===== src/rtl/red_pitaya_spi_arb.sv =====
// Round-robin arbiter that shares one spi_master between NREQ requesters: grants one,
// latches its words, pulses start, tracks busy with a per-phase timeout, returns read data.
module red_pitaya_spi_arb #(
  parameter int unsigned NREQ = 2,
  parameter int unsigned TO_W = 16
) (
  input  logic                 clk_i,
  input  logic                 rstn_i,
  input  logic [NREQ-1:0]      req_i,
  input  logic [NREQ*16-1:0]   req_h_i,
  input  logic [NREQ*16-1:0]   req_l_i,
  input  logic [NREQ-1:0]      req_rw_i,
  output logic [NREQ-1:0]      gnt_o,
  output logic [NREQ-1:0]      done_o,
  output logic                 err_o,
  output logic [15:0]          rd_dat_o,
  output logic                 busy_o,
  output logic                 spi_start_o,
  output logic [15:0]          spi_wr_h_o,
  output logic [15:0]          spi_wr_l_o,
  output logic                 spi_rw_o,
  input  logic                 spi_bsy_i,
  input  logic [15:0]          spi_rd_l_i
);

  localparam int unsigned PW = (NREQ > 1) ? $clog2(NREQ) : 1;
  // Last count value before the phase limit of 2**TO_W-1 cycles is reached.
  localparam logic [TO_W-1:0] CntLast = {{(TO_W-1){1'b1}}, 1'b0};

  typedef enum logic [2:0] {StIdle, StStart, StWaitBsy, StXfer, StDone} state_e;

  state_e            state_q, state_d;
  logic [PW-1:0]     ptr_q, ptr_d;
  logic [PW-1:0]     win_q, win_d;
  logic [NREQ-1:0]   gnt_q, gnt_d;
  logic [15:0]       wr_h_q, wr_h_d;
  logic [15:0]       wr_l_q, wr_l_d;
  logic              rw_q, rw_d;
  logic [TO_W-1:0]   cnt_q, cnt_d;
  logic              err_q, err_d;
  logic [15:0]       rd_q, rd_d;

  logic              arb_hit;
  logic [PW-1:0]     arb_idx;
  logic [PW-1:0]     arb_cand;
  int unsigned       arb_tmp;

  // Search upward from ptr+1 so the last winner is considered last.
  always_comb begin
    arb_hit  = 1'b0;
    arb_idx  = '0;
    arb_cand = '0;
    arb_tmp  = 0;
    for (int unsigned i = 0; i < NREQ; i++) begin
      arb_tmp  = (32'(ptr_q) + i + 1) % NREQ;
      arb_cand = PW'(arb_tmp);
      if (!arb_hit && req_i[arb_cand]) begin
        arb_hit = 1'b1;
        arb_idx = arb_cand;
      end
    end
  end

  always_comb begin
    state_d = state_q;
    ptr_d   = ptr_q;
    win_d   = win_q;
    gnt_d   = gnt_q;
    wr_h_d  = wr_h_q;
    wr_l_d  = wr_l_q;
    rw_d    = rw_q;
    cnt_d   = cnt_q;
    err_d   = err_q;
    rd_d    = rd_q;
    unique case (state_q)
      StIdle: begin
        if (arb_hit) begin
          state_d = StStart;
          win_d   = arb_idx;
          gnt_d   = NREQ'(1) << arb_idx;
          wr_h_d  = req_h_i[16*32'(arb_idx) +: 16];
          wr_l_d  = req_l_i[16*32'(arb_idx) +: 16];
          rw_d    = req_rw_i[arb_idx];
        end
      end
      StStart: begin
        cnt_d   = '0;
        state_d = StWaitBsy;
      end
      StWaitBsy: begin
        if (spi_bsy_i) begin
          cnt_d   = '0;
          state_d = StXfer;
        end else if (cnt_q >= CntLast) begin
          err_d   = 1'b1;
          state_d = StDone;
        end else begin
          cnt_d = cnt_q + 1'b1;
        end
      end
      StXfer: begin
        if (!spi_bsy_i) begin
          rd_d    = spi_rd_l_i;
          err_d   = 1'b0;
          state_d = StDone;
        end else if (cnt_q >= CntLast) begin
          err_d   = 1'b1;
          state_d = StDone;
        end else begin
          cnt_d = cnt_q + 1'b1;
        end
      end
      StDone: begin
        gnt_d   = '0;
        ptr_d   = win_q;
        state_d = StIdle;
      end
      default: state_d = StIdle;
    endcase
  end

  always_ff @(posedge clk_i or negedge rstn_i) begin
    if (!rstn_i) begin
      state_q <= StIdle;
      ptr_q   <= PW'(NREQ - 1);
      win_q   <= '0;
      gnt_q   <= '0;
      wr_h_q  <= '0;
      wr_l_q  <= '0;
      rw_q    <= 1'b0;
      cnt_q   <= '0;
      err_q   <= 1'b0;
      rd_q    <= '0;
    end else begin
      state_q <= state_d;
      ptr_q   <= ptr_d;
      win_q   <= win_d;
      gnt_q   <= gnt_d;
      wr_h_q  <= wr_h_d;
      wr_l_q  <= wr_l_d;
      rw_q    <= rw_d;
      cnt_q   <= cnt_d;
      err_q   <= err_d;
      rd_q    <= rd_d;
    end
  end

  assign gnt_o       = gnt_q;
  assign done_o      = (state_q == StDone) ? gnt_q : '0;
  assign err_o       = err_q;
  assign rd_dat_o    = rd_q;
  assign busy_o      = (state_q != StIdle);
  assign spi_start_o = (state_q == StStart);
  assign spi_wr_h_o  = wr_h_q;
  assign spi_wr_l_o  = wr_l_q;
  assign spi_rw_o    = rw_q;

endmodule


===== config.mk =====
export PLATFORM = sky130hd
export DESIGN_NAME = red_pitaya_spi_arb
export DESIGN_NICKNAME = d
export VERILOG_FILES = /design/src/rtl/red_pitaya_spi_arb.sv
export SDC_FILE = /design/constraint.sdc
export NUM_CORES = 1
export LEC_CHECK = 0
export BUFFER_PORTS_ARGS = -buffer_cell sky130_fd_sc_hd__buf_2
export CORE_UTILIZATION = 45
export CTS_CLUSTER_SIZE = 14
export DETAILED_ROUTE_END_ITERATION = 7
export PLACE_DENSITY = 0.76
export SYNTH_ARGS = -nofsm -noshare
export SYNTH_HDL_FRONTEND = slang
export SYNTH_SLANG_ARGS = --single-unit

===== constraint.sdc =====
create_clock -name clk_i -period 3.6 [get_ports clk_i]
set_input_delay 0.72 -clock clk_i [delete_from_list [all_inputs] [get_ports clk_i]]
set_output_delay 0.72 -clock clk_i [all_outputs]
set_load 0.05 [all_outputs]

==> results.json <==
{
  "synthXorXnorAreaFrac": 0,
  "regToRegSetupSlack_ps": 1300,
  "vias_per_cell": 5.16,
  "maxCapViolCount": 0,
  "finalSetupViolations": 0,
  "synth-compound-area-share": 0.128,
  "synth_top_family_by_area": "multiplexers",
  "ctsHoldBuffers": 0,
  "yosys.area.top_type_share": 0.514,
  "peakVddDrop_uv": 681,
  "min_period_ps": 2300,
  "wire_per_inst_um": 13.6,
  "synth_cells": 322,
  "fillers": 629,
  "drtIter0Drc": 116,
  "num_io_pins": 143,
  "tns_ps": 0,
  "leakage_nw": 2.15,
  "areaGrowthSynthToFinish_pct": 27.9,
  "clkSinkCount": 73,
  "crit_path_max_fanout": 44,
  "finalClockSkew_ps": 12.8,
  "cts_root_buf": "clkbuf_8",
  "synth_area_leaders": "dfrtp_1 51%, mux2i_1 11%, a21oi_1 6.0%, mux2_2 5.5%, nor2_1 4.5%",
  "track_usage": 0.192,
  "path_clk_slew_ps": 80,
  "die-area_um2": 8140,
  "postLayoutCellArea_um2": 4480,
  "reg2reg_depth": 5,
  "yosysWarnings": 0,
  "post-cts-setup-buffers": 0,
  "arrival_ps": 2560,
  "p_per_area_nw_per_um2": 932,
  "status": "complete, no violations",
  "vias": 2916,
  "end_kind": "register",
  "core_um2": 7370,
  "syn_nets": 411,
  "synth_edf_count": 0,
  "finalHoldViolations": 0,
  "required_ps": 3860,
  "min_path_type": "input pin to asynchronous set/reset pin",
  "synthMuxAreaShare": 0.166,
  "nets": 550,
  "final_common_cell": "buf_2",
  "synth-adder-area-share": 0.00715,
  "syn_area_um2": 3500,
  "clk_latency_ps": 340,
  "cts-htree-levels": 3,
  "async_reset_ff_frac": 1.00,
  "cts_made_buffers": 9,
  "grt_pass1_wl_mm": 12.5,
  "timing.rr.start": "state_q[1]$_DFFE_PN0P_",
  "io_buffers": 142,
  "reg2reg_to": "spi_wr_l_o[9]$_DFFE_PN0P_",
  "synth-main-ff-cell": "dfrtp_1",
  "initial_core_util": 0.475,
  "start_kind": "register",
  "synth.distinct_cells": 47,
  "worst_slew_pin_slew_ps": 879,
  "max_freq_mhz": 434,
  "drc": 0,
  "synthSimpleGateAreaFrac": 0.143,
  "grt_max_degree": 56,
  "final_max_slew_viol_count": 0,
  "rows": 31,
  "dp_hpwl_mm": 5.77,
  "synth.avg_cell_area_um2": 10.9,
  "cts_resized": 0,
  "grt_antenna_before_repair": 0,
  "crit_type": "register to register",
  "n_antenna_cell": 0,
  "cts_tree": "done",
  "final_cell_mix": "142 x buf_2, 72 x dfrtp_1, 42 x nor2_1, 42 x a21oi_1, 39 x mux2i_1",
  "grt_pass1_vias": 2775,
  "rsz0062_at_grt": "no",
  "grt-ovfl-total": 0,
  "antenna_left": 0,
  "drive_gt1_frac": 0.410,
  "min_period_over_period": 0.640,
  "die_y_um": 90.2,
  "ys_seq_elements": 73,
  "slew_headroom": 0.412,
  "wl_mm": 7.67,
  "clockBufferDepth": 2,
  "place.gp.congestion": 0.729,
  "yosysSeqAreaShare": 0.522,
  "die_w_um": 90.2,
  "firstDrtPassIters": 4,
  "place_area_um2": 4290,
  "yosysTopAreaCell": "dfrtp_1"
}
## report_power, final
| group | internal (mW) | leakage [nW] | total (mW) | switching [mW] |
|---|---|---|---|---|
| clock network | 0.290 | 0.0919 | 0.591 | 0.301 |
| registers | 1.15 | 0.869 | 1.35 | 0.204 |
| logic | 0.595 | 1.19 | 2.23 | 1.63 |
## synth_stat cells (2+ instances only)
master	count
a211oi_1	3
o21ai_0	4
a2111oi_0	2
a21oi_1	42
clkbuf_1	4
and4bb_2	2
mux2i_1	39
and3_1	3
inv_1	7
dfrtp_1	72
or3_1	2
nand3b_1	2
nand2_1	15
nand4_1	2
or4_1	6
ha_1	2
nand2b_1	7
o31ai_1	4
a21o_1	2
nand3_1	4
buf_2	12
nor2_1	42
mux2_2	17
nor3_1	3
nor2_2	2
## layout make-up
type / instances / area (µm²) / share of cell area
tap: 99 / 124 / 0.0277
clock inverter: 5 / 37.5 / 0.00838
inverter: 7 / 26.3 / 0.00587
sequential: 73 / 1830 / 0.408
multi-input combinational: 224 / 1570 / 0.351
clock buffer: 11 / 151 / 0.0338
timing repair buffer: 146 / 741 / 0.165
## worst max-delay path, stage by stage, from the launching register on
cell and delay (ps):
dfrtp_1 480, or3_1 470, nor2_4 720, buf_4 360, nor2_1 70, a21oi_1 120
## metrics by stage
step                total power, mW  instances  utilization  setup WS, ps  hold slack, ps
detailed placement             3.61        549        0.582          1320             478
floorplan                      3.08        322            -          1560             424
global placement               3.54        549        0.582          1430             479
finish                         4.17        565        0.608          1300             301
global route                   4.42        565        0.608          1120             305
CTS                            4.21        565        0.608          1310             293
## metal layers
metal  vias to the layer above  track usage  share of wire
met5                         -            0              0
met4                         0       0.0685          0.015
met3                         9       0.0558          0.054
met2                        83        0.331           0.51
met1                      1393        0.227           0.42
li1                       1431            -              -
## registers in the layout, indices dropped and copies added, names as in the netlist
register	cells
win_q	1
gnt_o	2
spi_wr_l_o	16
rd_dat_o	16
state_q	3
ptr_q	1
cnt_q	16
spi_wr_h_o	16
err_o	1
spi_rw_o	1
## kinds of logic after synthesis
logic type      after synthesis
compound gates               70
fa+ha+maj                     2
buf+inv                      25
flops                        73
mux                          56
simple gates                 96
## worst max-delay path by stage
| stage | startpoint | endpoint | slack, ps |
|---|---|---|---|
| 6_report | state_q[1]$_DFFE_PN0P_ | spi_wr_l_o[9]$_DFFE_PN0P_ | 1300 |
| 3_5_place_dp | state_q[1]$_DFFE_PN0P_ | spi_wr_l_o[9]$_DFFE_PN0P_ | 1320 |
| 2_1_floorplan | state_q[1]$_DFFE_PN0P_ | spi_start_o | 1560 |
| 3_3_place_gp | state_q[1]$_DFFE_PN0P_ | spi_wr_l_o[14]$_DFFE_PN0P_ | 1430 |
| 4_1_cts | state_q[1]$_DFFE_PN0P_ | spi_wr_l_o[9]$_DFFE_PN0P_ | 1310 |
| 5_1_grt | state_q[2]$_DFFE_PN0P_ | spi_wr_l_o[5]$_DFFE_PN0P_ | 1120 |
Power figures use the tool's default switching activity.
